**config.mk**
```make
export PLATFORM = sky130hd
export DESIGN_NAME = glitch_sequencer
export DESIGN_NICKNAME = d
export VERILOG_FILES = /design/src/rtl/glitch_seq_pkg.sv /design/src/rtl/seq_pulse_train.sv /design/src/rtl/glitch_sequencer.sv
export SDC_FILE = /design/constraint.sdc
export NUM_CORES = 1
export LEC_CHECK = 0
export BUFFER_PORTS_ARGS = -buffer_cell sky130_fd_sc_hd__buf_2
export CAP_MARGIN = 10
export CORE_UTILIZATION = 52
export DETAILED_ROUTE_END_ITERATION = 7
export GPL_TIMING_DRIVEN = 0
export HOLD_SLACK_MARGIN = 0.06
export PLACE_DENSITY_LB_ADDON = 0.15
export REMOVE_ABC_BUFFERS = 1
export SKIP_CTS_REPAIR_TIMING = 1
export SLEW_MARGIN = 30
export SYNTH_ARGS = -nofsm -noshare
export SYNTH_HDL_FRONTEND = slang
export SYNTH_HIERARCHICAL = 1
export SYNTH_SLANG_ARGS = --single-unit
```
**constraint.sdc**
```tcl
create_clock -name clk -period 6.95 [get_ports clk]
set_input_delay 1.39 -clock clk [delete_from_list [all_inputs] [get_ports clk]]
set_output_delay 1.39 -clock clk [all_outputs]
set_load 0.02 [all_outputs]
```
**src/rtl/glitch_seq_pkg.sv**
```systemverilog
// Shared types and helpers for the glitch sequencer.
// Holds the state enum, default widths and zero substitution.
package glitch_seq_pkg;

  typedef enum logic [2:0] {
    IDLE,
    WAIT_TRIG,
    DELAY,
    PULSE,
    GAP,
    DONE
  } state_t;

  localparam int DELAY_W_DEF   = 16;
  localparam int WIDTH_W_DEF   = 8;
  localparam int GAP_W_DEF     = 8;
  localparam int COUNT_W_DEF   = 4;
  localparam int TIMEOUT_W_DEF = 24;

  // A zero setting means "one" for width, gap and count.
  function automatic logic [31:0] nz1(input logic [31:0] v);
    return (v == 32'd0) ? 32'd1 : v;
  endfunction

endpackage

```
**src/rtl/seq_pulse_train.sv**
```systemverilog
// Pulse train generator: width-high, gap-low, count pulses.
// Started by a go strobe; o_last flags the final high cycle.
module seq_pulse_train
  import glitch_seq_pkg::*;
#(
  parameter int WIDTH_W = WIDTH_W_DEF,
  parameter int GAP_W   = GAP_W_DEF,
  parameter int COUNT_W = COUNT_W_DEF
) (
  input  logic               clk,
  input  logic               rst,
  input  logic               i_go,
  input  logic               i_stop,
  input  logic [WIDTH_W-1:0] i_width,
  input  logic [GAP_W-1:0]   i_gap,
  input  logic [COUNT_W-1:0] i_count,
  output logic               o_glitch,
  output logic               o_last
);

  state_t             r_ph;
  logic               r_glitch;
  logic [WIDTH_W-1:0] r_wcnt;
  logic [GAP_W-1:0]   r_gcnt;
  logic [COUNT_W-1:0] r_pcnt;
  logic               w_wend;
  logic               w_gend;
  logic               w_pend;

  assign w_wend = (r_wcnt == i_width - WIDTH_W'(1));
  assign w_gend = (r_gcnt == i_gap - GAP_W'(1));
  assign w_pend = (r_pcnt == i_count - COUNT_W'(1));

  assign o_last   = (r_ph == PULSE) && w_wend && w_pend;
  assign o_glitch = r_glitch;

  // Walk PULSE/GAP phases and drive the registered glitch.
  always_ff @(posedge clk) begin
    if (rst || i_stop) begin
      r_ph     <= IDLE;
      r_glitch <= 1'b0;
      r_wcnt   <= '0;
      r_gcnt   <= '0;
      r_pcnt   <= '0;
    end else if (i_go) begin
      r_ph     <= PULSE;
      r_glitch <= 1'b1;
      r_wcnt   <= '0;
      r_gcnt   <= '0;
      r_pcnt   <= '0;
    end else begin
      case (r_ph)
        PULSE: begin
          if (w_wend) begin
            r_glitch <= 1'b0;
            r_wcnt   <= '0;
            r_gcnt   <= '0;
            if (w_pend) begin
              r_ph   <= IDLE;
              r_pcnt <= '0;
            end else begin
              r_ph   <= GAP;
              r_pcnt <= r_pcnt + COUNT_W'(1);
            end
          end else begin
            r_wcnt <= r_wcnt + WIDTH_W'(1);
          end
        end
        GAP: begin
          if (w_gend) begin
            r_ph     <= PULSE;
            r_glitch <= 1'b1;
            r_gcnt   <= '0;
            r_wcnt   <= '0;
          end else begin
            r_gcnt <= r_gcnt + GAP_W'(1);
          end
        end
        default: begin
          r_glitch <= 1'b0;
        end
      endcase
    end
  end

endmodule

```
**src/rtl/glitch_sequencer.sv**
```systemverilog
// Fault-injection sequencer: arm, wait trigger, delay, pulse train.
// Owns arming, delay, timeout, abort and done; train is a submodule.
module glitch_sequencer
  import glitch_seq_pkg::*;
#(
  parameter int DELAY_W   = DELAY_W_DEF,
  parameter int WIDTH_W   = WIDTH_W_DEF,
  parameter int GAP_W     = GAP_W_DEF,
  parameter int COUNT_W   = COUNT_W_DEF,
  parameter int TIMEOUT_W = TIMEOUT_W_DEF
) (
  input  logic                 clk,
  input  logic                 rst,
  input  logic                 start,
  input  logic                 abort,
  input  logic [DELAY_W-1:0]   cfg_delay,
  input  logic [WIDTH_W-1:0]   cfg_width,
  input  logic [GAP_W-1:0]     cfg_gap,
  input  logic [COUNT_W-1:0]   cfg_count,
  input  logic [TIMEOUT_W-1:0] cfg_timeout,
  output logic                 det_arm,
  input  logic                 det_trigger,
  output logic                 glitch,
  output logic                 busy,
  output logic                 done,
  output logic                 timed_out
);

  state_t               r_state;
  state_t               w_next;
  logic [DELAY_W-1:0]   r_delay;
  logic [WIDTH_W-1:0]   r_width;
  logic [GAP_W-1:0]     r_gap;
  logic [COUNT_W-1:0]   r_count;
  logic [TIMEOUT_W-1:0] r_timeout;
  logic [TIMEOUT_W-1:0] r_wait;
  logic [DELAY_W-1:0]   r_dly;
  logic                 r_arm;
  logic                 r_busy;
  logic                 r_done;
  logic                 r_to;
  logic                 w_accept;
  logic                 w_to;
  logic                 w_go;
  logic                 w_kill;
  logic                 w_last;
  logic                 w_glitch;

  assign det_arm   = r_arm;
  assign glitch    = w_glitch;
  assign busy      = r_busy;
  assign done      = r_done;
  assign timed_out = r_to;

  assign w_kill = abort && (r_state != IDLE);

  // Next state; abort overrides every non-IDLE transition.
  always_comb begin
    w_next   = r_state;
    w_accept = 1'b0;
    w_to     = 1'b0;
    case (r_state)
      IDLE: begin
        if (start && !det_trigger && !abort) begin
          w_next   = WAIT_TRIG;
          w_accept = 1'b1;
        end
      end
      WAIT_TRIG: begin
        if (det_trigger) begin
          w_next = (r_delay == '0) ? PULSE : DELAY;
        end else if (r_timeout != '0 &&
                     r_wait == r_timeout - TIMEOUT_W'(1)) begin
          w_next = DONE;
          w_to   = 1'b1;
        end
      end
      DELAY: begin
        if (r_dly == r_delay - DELAY_W'(1)) w_next = PULSE;
      end
      PULSE: begin
        if (w_last) w_next = DONE;
      end
      DONE:    w_next = IDLE;
      default: w_next = IDLE;
    endcase
    if (w_kill) begin
      w_next = IDLE;
      w_to   = 1'b0;
    end
    w_go = (w_next == PULSE) && (r_state != PULSE);
  end

  // State, registered outputs and phase counters.
  always_ff @(posedge clk) begin
    if (rst) begin
      r_state <= IDLE;
      r_arm   <= 1'b0;
      r_busy  <= 1'b0;
      r_done  <= 1'b0;
      r_to    <= 1'b0;
      r_wait  <= '0;
      r_dly   <= '0;
    end else begin
      r_state <= w_next;
      r_arm   <= (w_next == WAIT_TRIG) || (w_next == DELAY) ||
                 (w_next == PULSE);
      r_busy  <= (w_next != IDLE);
      r_done  <= (w_next == DONE);
      r_to    <= w_to;
      if (r_state != w_next) begin
        r_wait <= '0;
        r_dly  <= '0;
      end else begin
        if (r_state == WAIT_TRIG && r_wait != '1)
          r_wait <= r_wait + TIMEOUT_W'(1);
        if (r_state == DELAY)
          r_dly <= r_dly + DELAY_W'(1);
      end
    end
  end

  // Shadow config captured on the accepted start edge.
  always_ff @(posedge clk) begin
    if (rst) begin
      r_delay   <= '0;
      r_width   <= '0;
      r_gap     <= '0;
      r_count   <= '0;
      r_timeout <= '0;
    end else if (w_accept) begin
      r_delay   <= cfg_delay;
      r_width   <= WIDTH_W'(nz1(32'(cfg_width)));
      r_gap     <= GAP_W'(nz1(32'(cfg_gap)));
      r_count   <= COUNT_W'(nz1(32'(cfg_count)));
      r_timeout <= cfg_timeout;
    end
  end

  seq_pulse_train #(
    .WIDTH_W (WIDTH_W),
    .GAP_W   (GAP_W),
    .COUNT_W (COUNT_W)
  ) u_train (
    .clk      (clk),
    .rst      (rst),
    .i_go     (w_go),
    .i_stop   (w_kill),
    .i_width  (r_width),
    .i_gap    (r_gap),
    .i_count  (r_count),
    .o_glitch (w_glitch),
    .o_last   (w_last)
  );

endmodule

```
## After elaboration in Yosys (flattened, before gate mapping)

Index checks and enable logic that the tools add are counted.

- Memories: 0
- Output and inout port bits: 5
- Bits in latches: 0
- Bits in registers: 131
- Memory bits (read-only): 0
- Input port bits: 65
- Bits in writable memories: 0
- Word-level logic and storage cells: 112

- Muxes and demuxes: 30
- Bitwise operators: 1
- Add/sub/neg operators: 10
- Reductions and logical operators: 32
- Equality and inequality tests: 21
- Divide/modulo/power cells: 0
- Shift operators: 0
- Multipliers: 0
- Order comparisons: 0

Operators by type and width:

| cell | count |
|---|---|
| $mux W8 | 6 |
| $pmux W8 S2 | 2 |
| $mux W3 | 9 |
| $add A24 B1 Y24 const B | 1 |
| $eq A24 B24 Y1 | 1 |
| $ne A24 B24 Y1 const B | 1 |
| $reduce_bool A24 Y1 | 1 |
| $sub A24 B1 Y24 const B | 1 |
| $add A16 B1 Y16 const B | 1 |
| $add A8 B1 Y8 const B | 2 |
| $eq A16 B16 Y1 | 1 |
| $eq A8 B8 Y1 | 2 |
| $logic_not A16 Y1 | 1 |
| $logic_not A8 Y1 | 2 |
| $sub A16 B1 Y16 const B | 1 |
| $sub A8 B1 Y8 const B | 2 |
| $eq A3 B2 Y1 const B | 5 |
| $pmux W3 S4 | 1 |
| $reduce_bool A3 Y1 | 3 |
| $logic_and A1 B1 Y1 | 8 |
| $mux W4 | 2 |
| $reduce_and A2 Y1 | 4 |
| $mux W1 | 7 |
| $eq A3 B1 Y1 const B | 2 |
| 20 further kinds | 28 |

## Depth between registers and ports, before layout

Gate-level depths: netlist of run 1.

- Word-level depth: 11
- Gate-level depth with buffers: 16
- Gate-level depth less buffers: 14

## Cells and area by module

Netlist of run 1, hierarchy kept.

By module, submodules not included:

| module | seq. area each (um^2) | times used | area each (um^2) | cells an instance |
|---|---|---|---|---|
| glitch_sequencer | 2142.1 | 1 | 5783.0 | 735 |
| seq_pulse_train | 460.4 | 1 | 1811.7 | 215 |

## Least setup slack after synthesis of run 1

No wires, ideal clock.

- Kind: register to register
- Start point: reg r_width[0]
- End point: reg u_train.r_gcnt[6]
- Required time: 6.889 ns
- Buffers on the path: 2
- Arrival time: 3.291 ns
- Setup slack: 3.598 ns
- Library setup time: 0.061 ns
- Period minus slack after synthesis: 3.352 ns
- Cell stages (with the launch flop): 16
- Cell sequence: dfxtp_1 > inv_1 > ha_1 > or3b_2 > a211o_1 > nor4_1 > o211ai_1 > buf_2 > nor2b_1 > a21boi_0 > o21ai_1 > nor3_1 > or3_1 > clkbuf_8 > nor3b_1 > a32o_1

- Cells in the longest elaborated chain, start to end: 10
- Elaborated cells between the ends (all ways): 12
- Classes of those cells: add/sub: 1; eq/ne: 3; mux: 3; reduce/logical: 5

Ends and longest elaborated chain:

| what | line | text |
|---|---|---|
| start, declared | glitch_sequencer.sv:32 | `logic [WIDTH_W-1:0] r_width;` |
| start signal, assigned | glitch_sequencer.sv:133 | `r_width <= WIDTH_W'(nz1(32'(cfg_width)));` |
| $sub A8 B1 Y8 | seq_pulse_train.sv:30 | `assign w_wend = (r_wcnt == i_width - WIDTH_W'(1));` |
| $eq A8 B8 Y1 | seq_pulse_train.sv:30 |  |
| $logic_and A1 B1 Y1 (2 in a row) | seq_pulse_train.sv:34 | `assign o_last = (r_ph == PULSE) && w_wend && w_pend;` |
| net w_last | glitch_sequencer.sv:46 | `logic w_last;` |
| $mux W3 | glitch_sequencer.sv:82 | `if (w_last) w_next = DONE;` |
| $pmux W3 S4 | glitch_sequencer.sv:62 | `case (r_state)` |
| $mux W3 | glitch_sequencer.sv:87 | `if (w_kill) begin` |
| $eq A3 B2 Y1 | glitch_sequencer.sv:91 | `w_go = (w_next == PULSE) && (r_state != PULSE);` |
| $logic_and A1 B1 Y1 | glitch_sequencer.sv:91 |  |
| net w_go | glitch_sequencer.sv:44 | `logic w_go;` |
| $reduce_or A2 Y1 (no line) | -- |  |
| end signal, assigned | seq_pulse_train.sv:76 | `r_gcnt <= r_gcnt + GAP_W'(1);` |
| end, declared | seq_pulse_train.sv:24 | `logic [GAP_W-1:0] r_gcnt;` |

The timed path passes the listed nets, and every way through them passes these cells.
A chain may end at the register's enable or synchronous reset.

## Final worst setup path of run 1

- Start point: reg r_width[0]
- End point: reg r_dly[6]

- Cells in the longest elaborated chain, start to end: 9

Ends and longest elaborated chain:

| what | line | text |
|---|---|---|
| $sub A8 B1 Y8 | seq_pulse_train.sv:30 |  |
| $eq A8 B8 Y1 | seq_pulse_train.sv:30 |  |
| $logic_and A1 B1 Y1 (2 in a row) | seq_pulse_train.sv:34 |  |
| net w_last | glitch_sequencer.sv:46 |  |
| $mux W3 | glitch_sequencer.sv:82 |  |
| $pmux W3 S4 | glitch_sequencer.sv:62 |  |
| $mux W3 | glitch_sequencer.sv:87 |  |
| $ne A3 B3 Y1 | glitch_sequencer.sv:111 | `if (r_state != w_next) begin` |
| $reduce_or A2 Y1 (no line) | -- |  |
| end signal, assigned | glitch_sequencer.sv:118 | `r_dly <= r_dly + DELAY_W'(1);` |
| end, declared | glitch_sequencer.sv:37 | `logic [DELAY_W-1:0] r_dly;` |

The timed path passes the listed nets, and every way through them passes these cells.

==> impl_results.md, run 1 <==
- CTS Buffer Depth: 2
- Clock-pin slew of the registers on the worst-case setup and hold paths: 0.06 ns
- Final setup viols: 0
- Antenna Cells: 0
- Layout cell share with drive strength beyond 1: 0.139
- Fraction of registers with async set/reset: 0
- Crit path time final: 4.24 ns
- RSZ-0062 raised after global routing: false
- Cell taking the most area after synthesis: dfxtp_1
- Setup Crit Path Kind: reg2reg
- Max_cap viols: 0
- Setup TNS: 0 ns
- First drt pass iteration count: 5
- # rows: 43
- Worst EP arrival: 4.59 ns
- Logic pwr share: 0.124
- Number of flops mapped to enable cells by yosys: 0
- Top FF cell, synth: dfxtp_1
- Crit-path leading delay family: simple AND/OR/NAND/NOR gates
- Register area share after synthesis: 0.343
- Vias per cell: 5.74
- Worst-Margin Slew: 0.856 ns
- Final worst path period share: 0.610
- Final-report hold violation count: 0
- Die span in x: 123 um
- Syn Area/Cell: 7.99 um2
- Gr ovfl total: 0
- IO Count: 70
- Sw Share: 0.257
- Worst path cell trace: inv_1 -> ha_1 -> or3b_2 -> a211o_1 -> nor4_1 -> o211ai_1 -> nor2b_1 -> a21boi_0 -> o21ai_1 -> xnor2_1 -> or3_2 -> nor2_1 -> o2111ai_1 -> o2bb2ai_1
- Status: finished clean
- Largest net degree at the start of global routing: 72
- Area grow syn2layout: 14.2%
- # port buffers: 69
- # nets final: 1,072
- Synth Warn #: 6
- Seq pwr share: 0.402
- Rel. slew slack: 0.427
- Post-DRT Antenna Nets: 0
- Clock power frac: 0.474
- Psw: 0.500 mW
- Routability-driven placement congestion ratio: 0.845
- Tot GR Track Use: 0.256
- Clock Sinks: 130
- Setup crit start kind: flip-flop
- Int Power: 1.45 mW
- Clock skew: 0.0105 ns
- CP Capture Type: flip-flop
- Min-Delay Path Class: reg2reg
- Clk_lat worst skew: 0.43 ns
- Total die area: 15,100 um2
- Initial Utilization: 0.541
- Yosys top cell area share: 0.343
- Vias in the first global route: 6,262
- Drt drc: 0
- Number of distinct library cells after synthesis: 70
- Count of pins over their slew limit: 0
- Die height: 123 um
- TritonCTS clock tree: built
- First-pass GRT wire length: 30.4 mm
- CP max-delay cell: or3_2
- Fmax: 236 MHz
- #FFs+latches synth: 130
- Leakage: 3.21 nW
- Final WL: 17.8 mm
- Buf/Inv on CP: 1
- Mapped cell area: 7590 um2
- Clock root cell: clkbuf_16
- Initial DRC Count: 485
- Cells after Synth: 950
- Power, Total: 1.95 mW
- IR drop worst, VDD: 0.000168 V
- Max stage delay on crit path: 0.78 ns
- Max H-tree Level: 4
- Main area contributors after synthesis: dfxtp_1 (34%), nand2_1 (7.5%), xnor2_1 (7.5%)
- Initial antenna violation count: 0
- Req. time, crit path: 7.30 ns
- Core area: 14,000 um2
- CTS Buf Count: 17
- HPWL Detailed: 12.6 mm
- Crit-path max FO: 41
- WL/cell: 15.0 um
- Vias: 6,808
- Power Dens Cells: 225 nW/um2
-- layer usage --
metal | up-vias | wire (um) | global-route usage
li1 | 3486 | - | -
met1 | 3156 | 8630 | 0.343
met2 | 147 | 8150 | 0.411
met3 | 19 | 822 | 0.0502
met4 | 0 | 208 | 0.0816
met5 | - | 0 | 0
-- cell type report --
class | count | area [um2]
fill | 1287 | 5370
clock inverter | 12 | 155
multi-input combinational | 739 | 4680
tap | 180 | 225
inverter | 27 | 101
sequential | 130 | 2600
clock buffer | 20 | 457
timing repair buffer | 79 | 452
-- sequential cells by signal, summed over array words and instances, names as in the netlist, 4 cells and up --
signal	flops
r_timeout	24
r_wait	24
r_delay	16
r_dly	16
r_gap	8
r_width	8
u_train/r_gcnt	8
u_train/r_wcnt	8
r_count	4
u_train/r_pcnt	4
-- worst register-to-register path: stages, from the launching register on --
cell	delay, ns
dfxtp_1	0.34
inv_1	0.07
ha_1	0.19
or3b_2	0.45
a211o_1	0.29
nor4_1	0.24
o211ai_1	0.42
nor2b_1	0.28
a21boi_0	0.11
o21ai_1	0.38
xnor2_1	0.09
or3_2	0.78
nor2_1	0.22
o2111ai_1	0.11
o2bb2ai_1	0.18
-- cells in the mapped netlist, types with 3 or more instances --
library cell and number:
nand2_1 152, dfxtp_1 130, a21oi_1 74, xnor2_1 65, nor2_1 54, nor4_1 54
xor2_1 52, clkbuf_1 43, inv_1 27, nor3_1 26, nand4_1 23, nand3_1 19
or3_1 15, ha_1 13, nor2b_1 12, nand2b_1 11, nor3b_1 10, o211ai_1 10
o21ai_0 10, and3_1 9, buf_2 7, or4_1 7, a32o_1 6, and3b_1 6
nand3b_1 6, o22ai_1 6, a211oi_1 5, a31oi_1 5, and2_1 5, and3_2 5
mux2i_1 5, o31a_1 5, and4_1 4, or3b_2 4, a2111o_1 3, a311oi_1 3
nor4b_1 3, o2111ai_1 3, o221ai_1 3, o311a_1 3, o311ai_0 3, or2_2 3
-- placed cells by master (no fill, tap or decap), types with 6 or more instances in the layout --
| cell type | n |
|---|---|
| a21oi_1 | 74 |
| a32o_1 | 6 |
| and3_1 | 9 |
| and3b_1 | 6 |
| buf_2 | 69 |
| buf_4 | 7 |
| clkbuf_16 | 17 |
| dfxtp_1 | 130 |
| ha_1 | 13 |
| inv_1 | 27 |
| nand2_1 | 152 |
| nand2b_1 | 11 |
| nand3_1 | 19 |
| nand3b_1 | 6 |
| nand4_1 | 23 |
| nor2_1 | 54 |
| nor2b_1 | 12 |
| nor3_1 | 25 |
| nor3b_1 | 10 |
| nor4_1 | 51 |
| o211ai_1 | 10 |
| o21ai_0 | 10 |
| o22ai_1 | 6 |
| or3_1 | 13 |
| or4_1 | 7 |
| xnor2_1 | 65 |
| xor2_1 | 52 |
-- through the flow --
| stage | instances | area [um2] | setup WS (ns) | utilization | hold WS (ns) |
|---|---|---|---|---|---|
| floorplan | 896 | 7350 | 1.66 | - | 0.439 |
| global placement | 1145 | 7930 | -0.731 | 0.564 | 0.457 |
| global route | 1187 | 8670 | 2.24 | 0.618 | 0.491 |
| finish | 1187 | 8670 | 2.71 | 0.618 | 0.466 |
| detailed placement | 1155 | 8050 | 2.75 | 0.573 | 0.464 |
| CTS | 1187 | 8660 | 2.71 | 0.617 | 0.472 |
-- power groups by stage --
stage / Clock [mW] / Sequential [mW] / Combinational, mW
finish: 0.923 / 0.782 / 0.242
global placement: 0 / 0.798 / 0.230
floorplan: 0 / 0.794 / 0.165
detailed placement: 0 / 0.798 / 0.239
global route: 0.973 / 0.785 / 0.270
CTS: 0.938 / 0.782 / 0.241
-- logic make-up after synthesis --
family | Yosys count | share of synthesized area
flip-flops | 130 | 0.343
adder cells (fa/ha/maj) | 13 | 0.0214
multiplexers | 5 | 0.00659
AND/OR/NAND/NOR | 440 | 0.302
buffers and inverters | 81 | 0.0450
XOR/XNOR | 118 | 0.138
AO/OA/AOI/OAI | 163 | 0.144
-- final timing paths --
check | from | to | slack [ns] | cells past startpoint
worst max-delay path | r_width[0]$_SDFFE_PP0P_ | r_dly[6]$_SDFFE_PP0P_ | 2.71 | 14
worst min-delay path | r_width[7]$_SDFFE_PP0P_ | r_width[7]$_SDFFE_PP0P_ | 0.47 | 2
worst min register to register | r_width[7]$_SDFFE_PP0P_ | r_width[7]$_SDFFE_PP0P_ | 0.47 | 2
worst max register to register | r_width[0]$_SDFFE_PP0P_ | r_dly[6]$_SDFFE_PP0P_ | 2.71 | 14
No activity file was read; power rests on OpenSTA's default activity.
==> inputs of run 2 (changes only) <==
- clock period: 6.95 -> 4.15 ns (I/O delays scaled with it)
==> run 2 against run 1 <==
Net effect:
- flip-flop and latch count did not move
- final area rose by 0.56%
- clock skew hardly changed
- cell count increased by 0.25%
==> impl_results.md, run 2 (synthesized netlist as in run 1, its figures left out) <==
- Area grow syn2layout: 14.9%
- Drt drc: 0
- Power Dens Cells: 375 nW/um2
- Status: finished clean
- Initial Utilization: 0.541
- Clock Sinks: 130
- Min-Delay Path Class: reg2reg
- Rel. slew slack: 0.467
- Setup crit start kind: flip-flop
- Largest net degree at the start of global routing: 72
- Layout cell share with drive strength beyond 1: 0.145
- CTS Buffer Depth: 2
- IO Count: 70
- Seq pwr share: 0.401
- Commonest non-fill, non-tap cells in the layout: nand2_1 (152), dfxtp_1 (130), a21oi_1 (74)
- Total die area: 15,100 um2
- Sw Share: 0.258
- First-pass GRT wire length: 30.4 mm
- Worst-Margin Slew: 0.797 ns
- Crit-path max FO: 17
- Die span in x: 123 um
- Clock power frac: 0.474
- Req. time, crit path: 4.44 ns
- CP Capture Type: flip-flop
- Vias: 6,806
- # rows: 43
- Initial antenna violation count: 0
- Max H-tree Level: 4
- Core area: 14,000 um2
- Final WL: 17.9 mm
- Leakage: 3.23 nW
- Count of pins over their slew limit: 0
- RSZ-0062 raised after global routing: false
- Clk_lat worst skew: 0.43 ns
- HPWL Detailed: 12.6 mm
- Final core occ: 0.621
- IR drop worst, VDD: 0.000298 V
- Fmax: 262 MHz
- Clock root cell: clkbuf_16
- # nets final: 1,075
- WL/cell: 15.0 um
- # port buffers: 69
- Setup Crit Path Kind: reg2reg
- Final-report hold violation count: 0
- Vias per cell: 5.72
- Clock-pin slew of the registers on the worst-case setup and hold paths: 0.06 ns
- Routability-driven placement congestion ratio: 0.845
- Setup slack at placement: -0.0544 ns
- Post-DRT Antenna Nets: 0
- Max_cap viols: 0
- Final worst path period share: 0.920
- Antenna Cells: 0
- First drt pass iteration count: 7
- Psw: 0.842 mW
- Int Power: 2.43 mW
- Final setup viols: 0
- Vias in the first global route: 6,262
- CTS Buf Count: 17
- TritonCTS clock tree: built
- Final worst slack: 0.331 ns
- Crit path time final: 3.82 ns
- Clock skew: 0.0104 ns
- Initial DRC Count: 527
- Biggest regs: r_timeout: 24 flops, r_wait: 24 flops
- Commonest non-fill, non-tap cell in the layout: nand2_1
- Die height: 123 um
- Worst EP arrival: 4.11 ns
- Gr ovfl total: 0
- Tot GR Track Use: 0.256
- Logic pwr share: 0.125
- Setup TNS: 0 ns
## run 2: changes by cell type in the layout (fill, tap and decap cells not counted), sizes merged
cell  delta
buf      +3
## run 2: metal layers
layer,vias to the layer above,GRT usage,part of all wire
met2,146,0.411,0.46
met3,18,0.0502,0.041
li1,3491,-,-
met1,3151,0.343,0.49
met4,0,0.0816,0.011
met5,-,0,0
## run 2: final cells by class
cell class | count | area (um2)
clock buffer | 20 | 457
clock inverter | 12 | 155
fill | 1278 | 5320
inverter | 27 | 101
multi-input combinational | 739 | 4710
sequential | 130 | 2600
tap | 180 | 225
timing repair buffer | 82 | 474
## run 2: through the flow
stage          cells  instance area (um2)  total power [mW]  hold slack, ns
6_report        1190                 8720              3.27           0.466
5_1_grt         1190                 8720              3.40           0.491
4_1_cts         1187                 8660              3.29           0.472
3_5_place_dp    1155                 8050              1.74           0.464
3_3_place_gp    1145                 7930              1.72           0.457
2_1_floorplan    896                 7350              1.60           0.439
## run 2: critical path: stages (launching register included)
cell      delay (ns)
dfxtp_1         0.54
nor3b_1         0.65
o311ai_0        0.27
a2111o_1        0.45
nor4b_1         0.43
nand3_1         0.20
o31ai_4         0.62
buf_6           0.26
buf_8           0.17
nor4_1          0.07
## run 2: worst paths after layout
path | cells after the start | slack (ns) | to | startpoint
worst max-delay path | 9 | 0.33 | r_dly[9]$_SDFFE_PP0P_ | r_state[0]$_SDFF_PP0_
worst min-delay path | 2 | 0.47 | r_width[7]$_SDFFE_PP0P_ | r_width[7]$_SDFFE_PP0P_
worst max register to register | 9 | 0.33 | r_dly[9]$_SDFFE_PP0P_ | r_state[0]$_SDFF_PP0_
worst min register to register | 2 | 0.47 | r_width[7]$_SDFFE_PP0P_ | r_width[7]$_SDFFE_PP0P_
## run 2: power by group through the flow
stage,combinational (mW),sequential [mW],clock (mW)
6_report,0.408,1.31,1.55
5_1_grt,0.455,1.32,1.63
4_1_cts,0.404,1.31,1.57
3_5_place_dp,0.401,1.34,0
3_3_place_gp,0.385,1.34,0
2_1_floorplan,0.276,1.33,0
